==> src/rtl/pht_update_scheduler_pkg.sv <==
// Shared types and helpers for the PHT update scheduler: FSM states,
// the counter reset value and the 2-bit saturating counter update.
package pht_update_scheduler_pkg;

  typedef enum logic {
    CLEAR = 1'b0,
    RUN   = 1'b1
  } pht_state_t;

  // Weakly-not-taken: the value every counter holds after a sweep.
  localparam logic [1:0] PHT_INIT = 2'b01;

  // Taken moves the counter toward 11, not-taken toward 00; both ends saturate.
  function automatic logic [1:0] sat2_next(input logic [1:0] ctr, input logic taken);
    logic [1:0] nextCtr;
    nextCtr = ctr;
    if (taken) begin
      if (ctr != 2'b11) nextCtr = ctr + 2'd1;
    end else begin
      if (ctr != 2'b00) nextCtr = ctr - 2'd1;
    end
    return nextCtr;
  endfunction

endpackage

==> src/rtl/pht_update_fifo.sv <==
// Small circular FIFO that buffers resolved-branch updates until the table
// has a free read-modify-write slot. Depth must be a power of two so the
// pointers wrap for free.
module pht_update_fifo #(
  parameter int  DEPTH  = 4,
  parameter type T_DATA = logic
) (
  input  logic  clk,
  input  logic  reset,
  input  logic  i_push,
  input  logic  i_pop,
  input  logic  i_flush,
  input  T_DATA i_data,
  output T_DATA o_data,
  output logic  o_full,
  output logic  o_empty
);

  localparam int PTR_W = $clog2(DEPTH);
  localparam int CNT_W = PTR_W + 1;

  T_DATA              r_mem [DEPTH];
  logic [PTR_W-1:0]   r_wrPtr;
  logic [PTR_W-1:0]   r_rdPtr;
  logic [CNT_W-1:0]   r_count;

  // Pointer and occupancy bookkeeping; flush behaves exactly like reset.
  always_ff @(posedge clk) begin
    if (reset || i_flush) begin
      r_wrPtr <= '0;
      r_rdPtr <= '0;
      r_count <= '0;
    end else begin
      if (i_push) r_wrPtr <= r_wrPtr + PTR_W'(1);
      if (i_pop)  r_rdPtr <= r_rdPtr + PTR_W'(1);
      case ({i_push, i_pop})
        2'b10:   r_count <= r_count + CNT_W'(1);
        2'b01:   r_count <= r_count - CNT_W'(1);
        default: r_count <= r_count;
      endcase
    end
  end

  // Payload storage needs no reset; only slots behind the write pointer are read.
  always_ff @(posedge clk) begin
    if (i_push && !i_flush && !reset) r_mem[r_wrPtr] <= i_data;
  end

  assign o_data  = r_mem[r_rdPtr];
  assign o_full  = (r_count == CNT_W'(DEPTH));
  assign o_empty = (r_count == '0);

endmodule

==> src/rtl/pht_update_scheduler.sv <==
// Pattern history table of 2-bit counters with a same-cycle lookup port,
// an update FIFO drained at one read-modify-write per cycle, and a sweep
// FSM that rewrites every counter to weakly-not-taken after reset or on
// request.
module pht_update_scheduler
  import pht_update_scheduler_pkg::*;
#(
  parameter int INDEX_BITS = 6,
  parameter int FIFO_DEPTH = 4
) (
  input  logic        clk,
  input  logic        reset,
  input  logic [31:0] lookup_pc,
  output logic        pred_taken,
  input  logic        upd_valid,
  input  logic [31:0] upd_pc,
  input  logic        upd_taken,
  output logic        upd_ready,
  input  logic        clear_req,
  output logic        busy
);

  localparam int ENTRIES = 1 << INDEX_BITS;

  typedef struct packed {
    logic [INDEX_BITS-1:0] idx;
    logic                  taken;
  } pht_upd_t;

  pht_state_t            r_state;
  pht_state_t            w_stateNext;
  logic [INDEX_BITS-1:0] r_sweepIdx;
  logic [INDEX_BITS-1:0] w_sweepIdxNext;
  logic [1:0]            r_table [ENTRIES];

  pht_upd_t              w_pushData;
  pht_upd_t              w_head;
  logic                  w_fifoFull;
  logic                  w_fifoEmpty;
  logic                  w_push;
  logic                  w_pop;
  logic                  w_flush;
  logic [INDEX_BITS-1:0] w_lookupIdx;
  logic                  w_unusedPcBits;

  assign w_lookupIdx      = lookup_pc[INDEX_BITS+1:2];
  assign w_pushData.idx   = upd_pc[INDEX_BITS+1:2];
  assign w_pushData.taken = upd_taken;

  // Instruction-alignment bits and bits above the index never select an entry.
  assign w_unusedPcBits = ^{lookup_pc[31:INDEX_BITS+2], lookup_pc[1:0],
                            upd_pc[31:INDEX_BITS+2], upd_pc[1:0]};

  pht_update_fifo #(
    .DEPTH  (FIFO_DEPTH),
    .T_DATA (pht_upd_t)
  ) u_fifo (
    .clk     (clk),
    .reset   (reset),
    .i_push  (w_push),
    .i_pop   (w_pop),
    .i_flush (w_flush),
    .i_data  (w_pushData),
    .o_data  (w_head),
    .o_full  (w_fifoFull),
    .o_empty (w_fifoEmpty)
  );

  // FSM state and sweep position; reset always restarts the sweep at entry 0.
  always_ff @(posedge clk) begin
    if (reset) begin
      r_state    <= CLEAR;
      r_sweepIdx <= '0;
    end else begin
      r_state    <= w_stateNext;
      r_sweepIdx <= w_sweepIdxNext;
    end
  end

  // Next-state logic and outputs; clear_req is only honoured while running.
  always_comb begin
    w_stateNext    = r_state;
    w_sweepIdxNext = r_sweepIdx;
    busy           = 1'b0;
    upd_ready      = 1'b0;
    pred_taken     = 1'b0;
    w_push         = 1'b0;
    w_pop          = 1'b0;
    w_flush        = 1'b0;
    case (r_state)
      CLEAR: begin
        busy           = 1'b1;
        w_sweepIdxNext = r_sweepIdx + INDEX_BITS'(1);
        if (r_sweepIdx == '1) w_stateNext = RUN;
      end
      RUN: begin
        upd_ready  = !w_fifoFull;
        pred_taken = r_table[w_lookupIdx][1];
        if (clear_req) begin
          w_stateNext    = CLEAR;
          w_sweepIdxNext = '0;
          w_flush        = 1'b1;
        end else begin
          w_push = upd_valid && !w_fifoFull;
          w_pop  = !w_fifoEmpty;
        end
      end
      default: begin
        w_stateNext = CLEAR;
      end
    endcase
  end

  // Table writes: the sweep owns the port while clearing, otherwise the FIFO head is retired.
  always_ff @(posedge clk) begin
    if (!reset) begin
      if (r_state == CLEAR) begin
        r_table[r_sweepIdx] <= PHT_INIT;
      end else if (w_pop) begin
        r_table[w_head.idx] <= sat2_next(r_table[w_head.idx], w_head.taken);
      end
    end
  end

endmodule

==> config.mk <==
export PLATFORM = sky130hd
export DESIGN_NAME = pht_update_scheduler
export DESIGN_NICKNAME = d
export VERILOG_FILES = /design/src/rtl/pht_update_scheduler_pkg.sv /design/src/rtl/pht_update_fifo.sv /design/src/rtl/pht_update_scheduler.sv
export SDC_FILE = /design/constraint.sdc
export NUM_CORES = 1
export LEC_CHECK = 0
export ABC_CLOCK_PERIOD_IN_PS = 6150
export BUFFER_PORTS_ARGS = -buffer_cell sky130_fd_sc_hd__buf_2
export CAP_MARGIN = 5
export CORE_MARGIN = 2
export CORE_UTILIZATION = 50
export DETAILED_ROUTE_END_ITERATION = 10
export PLACE_DENSITY = 0.79
export RECOVER_POWER = 25
export SYNTH_ARGS = -nofsm -noshare
export SYNTH_HDL_FRONTEND = slang
export SYNTH_SLANG_ARGS = --single-unit
==> constraint.sdc <==
create_clock -name clk -period 6.15 [get_ports clk]
set_clock_uncertainty 0.1 [all_clocks]
set_input_delay 0.9225 -clock clk [delete_from_list [all_inputs] [get_ports clk]]
set_output_delay 0.9225 -clock clk [all_outputs]
set_load 0.01 [all_outputs]
==> flow_metrics.py, run 1 <==
metrics = {
    "timing": {
        "relSlewSlack_pct": 31.2,
        "fin_hold_ws_ns": 0.429,
        "fin_tns_setup_ns": 0,
        "max_freq_mhz": 222,
        "hold_viol_final": 0,
        "setup_slack_ns": 1.65,
        "rsz0062_at_grt": "false",
        "min_period_over_period_pct": 73.1,
        "period_needed_ns": 4.50,
        "finalMaxSlewViolations": 0,
        "setup_viol": 0,
        "tightest_slew_ns": 1.03,
    },
    "placed_design": {
        "pre_cts_ws_ns": 1.65,
        "dpl.cell_count": 779,
        "hpwl_um": 11600,
        "io_buffer_count": 19,
        "gp_congestion": 0.834,
    },
    "job": {
        "cap_violations": 0,
    },
    "worst_setup_path": {
        "setup.worst_path.end_class": "primary output",
        "path_buf_inv": 2,
        "startpoint": "lookup_pc[2]",
        "r2r_end": "r_table[15][1]$_DFFE_PP_",
        "reg2reg_depth": 9,
        "path_delay_family": "multiplexers",
        "cpMostUsedCell": "mux4_2",
        "rrSetupSlack_ns": 1.73,
        "path_cells": "buf_2 -> mux4_2 -> mux4_2 -> mux4_2 -> and2_1 -> buf_2",
        "arrival_ns": 3.48,
        "cp-start-kind": "primary input",
        "crit_path_max_incr_delay_ns": 0.62,
        "crit_type": "primary input to primary output",
        "worst-path-max-fanout": 16,
        "cp_slowest_cell": "mux4_2",
        "worst_ep_required_time_ns": 5.13,
    },
    "logic_synthesis": {
        "syn_area_um2": 7950,
        "synth_cells": 563,
        "netlist.area_leader.share_pct": 59.0,
        "ys_seq_elements": 172,
        "synth-edff-count": 156,
        "synth_flop_cell": "edfxtp_1",
        "synthArstFlopShare_pct": 0,
        "yosysSeqAreaShare_pct": 63.0,
        "synth.net_count": 639,
        "yosysUniqueCellTypes": 43,
        "synth_top_cells_by_area": "edfxtp_1 (59%), mux2i_1 (9.7%), mux4_2 (7.9%), nor2_1 (4.1%), dfxtp_1 (4.0%)",
        "post-synth-top-area-cell": "edfxtp_1",
        "syn_area_per_cell_um2": 14.1,
        "synth.yosys.warnings": 0,
    },
    "clock_tree": {
        "postCtsSetupRepairBufs": 0,
        "clkSinkCount": 172,
        "cts_root_buf": "clkbuf_16",
        "post_cts_resized": 0,
        "clk_pin_slew_worst_paths_ns": 0.07,
        "cts_hold_buffers": 0,
        "clk_path_buf_depth": 2,
        "clk_latency_ns": 0.44,
        "cts_max_level": 4,
        "numCtsBuffers": 17,
        "cts_tree": "built",
    },
    "route": {
        "totalWireLength_um": 17900,
        "drt_pass1_iterations": 5,
        "wl_per_cell_um": 22.1,
        "vias": 4980,
        "postRouteAntennaNets": 0,
        "drcViolationCount": 0,
        "drt_iter0_drc": 783,
        "routed_via_density": 6.14,
    },
    "die": {
        "core_area_um2": 15700,
        "die-area_um2": 16900,
        "die_w_um": 130,
        "start_util_pct": 50.6,
        "io_pins": 72,
        "rows": 46,
        "die_h_um": 130,
    },
    "layout": {
        "nets": 658,
        "antenna_cells": 0,
        "fillers": 1215,
        "final_layout_size_suffix_gt1_share_pct": 13.9,
        "area_growth_pct": 11.6,
        "finalNonFillerCells": 811,
    },
    "hold_path": {
        "hp-start": "r_sweepIdx[5]$_SDFFE_PP0P_",
        "hp-class": "register to register",
        "whs_path_depth": 2,
        "min_to": "r_state$_SDFF_PP0_",
    },
    "power_and_ir_drop": {
        "powerDensity_nw_per_um2": 280,
        "irDropWorstVdd_uv": 242,
        "cellLeakagePower_nw": 3.15,
    },
    "grt": {
        "grt_usage_pct": 22.4,
        "overflow": 0,
        "antenna_found_initial": 0,
        "grt_pass1_vias": 4988,
        "grt_max_degree": 53,
        "grt_pass1_wl_um": 27300,
    },
    "status": {
        "outcome": "finished clean",
    },
}
flip-flops by register name, summed over array words and instances, names as in the netlist, named ones only:
name / count
u_fifo.r_mem: 28
u_fifo.r_wrPtr: 2
r_sweepIdx: 6
r_state: 1
r_table: 128
u_fifo.r_rdPtr: 2
u_fifo.r_count: 3
cells in the mapped netlist, types with 3 or more instances:
library cell,n
nor2b_1,6
edfxtp_1,156
clkbuf_1,8
nor2_1,86
xnor2_1,3
mux2i_1,77
a32oi_1,13
and2_0,3
ha_1,6
xor2_1,5
mux4_2,28
mux2_2,6
nand3_1,20
nand2_1,48
o211ai_1,3
buf_2,13
a31oi_1,5
a211oi_1,3
and2_1,6
nand4_1,10
dfxtp_1,16
inv_1,9
a21oi_1,8
power breakdown:
part	internal, mW	total [mW]	switching [mW]
logic	0.0185	0.0559	0.0374
clock network	0.687	1.16	0.472
registers	1.26	1.27	0.00310
kinds of logic (layout without fill, tap and decap cells):
logic type                 Yosys count  in the layout  synth area share [%]
AOI/OAI and AO/OA                   41             41                  3.84
DFF                                172            172                  63.0
muxes                              111            111                  18.5
adders and majority gates            7              7                  1.20
xor gates and xnor gates             8              8                 0.882
buffers and inverters               34             66                  2.09
and+or+nand+nor                    190            190                  10.5
cell usage in the layout (no fill, tap or decap), types with 2 or more instances in the layout:
cell type,Yosys,routed
a211oi_1,3,3
a21oi_1,8,8
a31oi_1,5,5
a32oi_1,13,13
and2_0,3,7
and2_1,6,2
and3_1,2,2
buf_12,0,2
buf_2,13,9
buf_4,2,4
bufinv_16,0,4
clkbuf_1,8,10
clkbuf_16,0,17
clkinvlp_4,0,3
dfxtp_1,16,16
edfxtp_1,156,156
ha_1,6,6
inv_1,9,9
inv_6,0,3
inv_8,0,2
mux2_2,6,6
mux2i_1,77,77
mux4_2,28,28
nand2_1,48,48
nand2b_1,2,2
nand3_1,20,20
nand4_1,10,10
nor2_1,86,86
nor2b_1,6,6
o211ai_1,3,3
o21ai_0,2,2
xnor2_1,3,3
xor2_1,5,5
worst max path at each step:
stage	end	depth (start not counted)
2_1_floorplan	r_table[0][1]$_DFFE_PP_	11
3_3_place_gp	pred_taken	6
3_5_place_dp	pred_taken	6
4_1_cts	pred_taken	6
5_1_grt	r_table[15][1]$_DFFE_PP_	9
6_report	pred_taken	6
metrics by stage:
step / util, % / power, mW / instance area [um2]
CTS: 56.5 / 2.48 / 8880
global route: 56.5 / 2.53 / 8870
detailed placement: 52.5 / 1.35 / 8250
floorplan: - / 1.32 / 7950
finish: 56.5 / 2.48 / 8870
global placement: 52.5 / 1.34 / 8250
tightest hold or removal path, stage by stage, from the launching register on:
cell and delay (ns):
dfxtp_1 0.33, nand3_1 0.08, a21oi_1 0.06
per-layer routing:
layer | vias up | track usage, % | wire [um]
li1 | 2178 | - | -
met1 | 2447 | 29.4 | 6960
met2 | 310 | 36.2 | 8760
met3 | 45 | 4.31 | 1680
met4 | 0 | 10.9 | 529
met5 | - | 0 | 0
layout make-up:
cell class | count | area, um2 | share of cell area, %
clock buffers | 17 | 425 | 4.80
clock inverters | 15 | 209 | 2.36
inverters | 9 | 33.8 | 0.381
well taps | 216 | 270 | 3.05
multi-input cells | 357 | 2780 | 31.3
repair buffers | 25 | 153 | 1.72
flip-flops and latches | 172 | 5000 | 56.4
Note: power is estimated with default switching activity, not from simulation.
==> run 2: changes to the inputs <==
--- a/config.mk
+++ b/config.mk
@@ -5,7 +5,7 @@
 export SDC_FILE = /design/constraint.sdc
 export NUM_CORES = 1
 export LEC_CHECK = 0
-export ABC_CLOCK_PERIOD_IN_PS = 6150
+export ABC_CLOCK_PERIOD_IN_PS = 4200
 export BUFFER_PORTS_ARGS = -buffer_cell sky130_fd_sc_hd__buf_2
 export CAP_MARGIN = 5
 export CORE_MARGIN = 2
==> constraint.sdc (replaced) <==
create_clock -name clk -period 4.2 [get_ports clk]
set_clock_uncertainty 0.1 [all_clocks]
set_input_delay 0.63 -clock clk [delete_from_list [all_inputs] [get_ports clk]]
set_output_delay 0.63 -clock clk [all_outputs]
set_load 0.01 [all_outputs]
==> run 2 against run 1 <==
  * Final cell count grew 0.12%
  * Utilization about the same
  * Cell area hardly changed
  * Wire length shrank 0.94%
  * Critical path depth did not move
  * Combinational power is 53% higher
  * Sequential power up 46%
  * Non-clock buffer count increased by 1
  * Count of clock-buffer cells in the layout is 2 higher
  * First-iteration DRC count shrank 31%
  * Critical path type unchanged
  * Sequential cell count is the same
==> flow_metrics.py, run 2 (synthesized netlist as in run 1, its figures left out) <==
metrics = {
    "route": {
        "drt_pass1_iterations": 5,
        "totalWireLength_um": 17800,
        "postRouteAntennaNets": 0,
        "drcViolationCount": 0,
        "routed_via_density": 6.09,
        "wl_per_cell_um": 21.9,
        "vias": 4947,
        "drt_iter0_drc": 540,
    },
    "timing": {
        "max_freq_mhz": 273,
        "period_needed_ns": 3.66,
        "tightest_slew_ns": 0.708,
        "hold_viol_final": 0,
        "min_period_over_period_pct": 87.2,
        "setup_viol": 0,
        "relSlewSlack_pct": 52.8,
        "rsz0062_at_grt": "false",
        "finalMaxSlewViolations": 0,
    },
    "die": {
        "core_area_um2": 15700,
        "start_util_pct": 50.6,
        "die_w_um": 130,
        "io_pins": 72,
        "die-area_um2": 16900,
        "die_h_um": 130,
        "rows": 46,
    },
    "power_and_ir_drop": {
        "finalPower_mw": 3.55,
        "powerDensity_nw_per_um2": 400,
        "irDropWorstVdd_uv": 406,
        "cellLeakagePower_nw": 3.15,
    },
    "layout": {
        "layout_common_cells": "edfxtp_1 (156), nor2_1 (86), mux2i_1 (77), nand2_1 (48), mux4_2 (28)",
        "final_common_cell": "edfxtp_1",
        "largest-register": "r_table",
        "nets": 659,
        "antenna_cells": 0,
        "area_growth_pct": 11.7,
        "final_layout_size_suffix_gt1_share_pct": 13.6,
        "final_cell_area_um2": 8870,
        "final_util_pct": 56.5,
        "reg_top3": "r_table: 128 flops, u_fifo.r_mem: 28 flops, r_sweepIdx: 6 flops",
        "largest_register_ffs": 128,
    },
    "worst_setup_path": {
        "worst-path-max-fanout": 16,
        "setup.worst_path.end_class": "primary output",
        "rrSetupSlack_ns": 0.57,
        "crit_path_max_incr_delay_ns": 0.55,
        "arrival_ns": 2.93,
        "crit_type": "primary input to primary output",
        "startpoint": "lookup_pc[3]",
        "cpMostUsedCell": "mux4_2",
        "cp-endpoint": "pred_taken",
        "worst_ep_required_time_ns": 3.47,
        "r2r_end": "r_table[44][1]$_DFFE_PP_",
        "timing.rr.start": "r_state$_SDFF_PP0_",
        "reg2reg_depth": 9,
        "cp-start-kind": "primary input",
        "cp_slowest_cell": "mux4_2",
        "path_cells": "buf_2 -> mux4_2 -> mux4_2 -> mux4_2 -> and2_1 -> buf_2",
    },
    "clock_tree": {
        "cts_hold_buffers": 0,
        "post_cts_resized": 0,
        "cts_tree": "built",
        "cts_max_level": 4,
        "clk_latency_ns": 0.43,
        "cts_root_buf": "clkbuf_16",
        "numCtsBuffers": 17,
        "clk_path_buf_depth": 2,
        "clkSinkCount": 172,
        "postCtsSetupRepairBufs": 0,
        "clk_pin_slew_worst_paths_ns": 0.06,
    },
    "placed_design": {
        "gp_congestion": 0.879,
        "hpwl_um": 11600,
        "place_area_um2": 8280,
        "io_buffer_count": 19,
    },
    "grt": {
        "grt_usage_pct": 22.4,
        "antenna_found_initial": 0,
        "grt_pass1_wl_um": 27400,
        "grt_max_degree": 65,
        "overflow": 0,
        "grt_pass1_vias": 5030,
    },
    "hold_path": {
        "hp-class": "primary input to register",
    },
    "job": {
        "cap_violations": 0,
    },
    "status": {
        "outcome": "finished clean",
    },
}
## run 2: cell count changes in the layout (fill, tap and decap cells not counted), moves of 2 or more
cell / delta
buf_12: +2
inv_8: -2
buf_4: -2
clkinv_1: +2
inv_6: -2
clkbuf_1: +2
## run 2: power by group
part	switching, mW	leakage (nW)	internal [mW]
Sequential	0.00503	1.72	1.85
Clock	0.621	0.286	0.988
Combinational	0.0565	1.15	0.0292
## run 2: per-layer routing
metal | part of all wire, % | vias to the layer above | track usage, %
li1 | - | 2186 | -
met4 | 2.9 | 0 | 8.92
met3 | 9.1 | 37 | 6.93
met1 | 39 | 2460 | 28.3
met5 | 0 | - | 0
met2 | 49 | 264 | 36.5
## run 2: worst min path at each step
| stage | from | to | slack (ns) | cells after the start |
|---|---|---|---|---|
| 6_report | upd_pc[4] | u_fifo.r_mem[3][3]$_DFFE_PP_ | 0.37 | 1 |
| 5_1_grt | reset | r_sweepIdx[4]$_SDFFE_PP0P_ | 0.38 | 2 |
| 4_1_cts | upd_pc[4] | u_fifo.r_mem[0][3]$_DFFE_PP_ | 0.31 | 1 |
| 3_5_place_dp | r_sweepIdx[4]$_SDFFE_PP0P_ | r_state$_SDFF_PP0_ | 0.42 | 2 |
| 3_3_place_gp | u_fifo.r_count[2]$_SDFFE_PP0P_ | u_fifo.r_count[2]$_SDFFE_PP0P_ | 0.40 | 2 |
| 2_1_floorplan | r_sweepIdx[4]$_SDFFE_PP0P_ | r_state$_SDFF_PP0_ | 0.38 | 2 |
## run 2: area by class of cell
type / count / area, um2
sequential: 172 / 5010
clock buffer: 19 / 433
fill: 1226 / 6840
clock inverter: 13 / 173
inverter: 9 / 33.8
tap: 216 / 270
timing repair buffer: 26 / 183
multi-input combinational: 357 / 2780
## run 2: per-stage QoR
| stage | cells | worst slack [ns] | hold WS [ns] | setup TNS (ns) |
|---|---|---|---|---|
| after global placement | 780 | 0.587 | 0.401 | 0 |
| final | 812 | 0.538 | 0.368 | 0 |
| after global routing | 812 | 0.283 | 0.383 | 0 |
| after floorplan | 563 | -0.161 | 0.383 | -10.33 |
| after detailed placement | 780 | 0.582 | 0.420 | 0 |
| after CTS | 812 | 0.577 | 0.310 | 0 |
## run 2: critical path: cells and delay by family
kind / cells / cell delay (ns)
buf+inv: 2 / 0.58
mux: 3 / 1.50
simple gates: 1 / 0.21
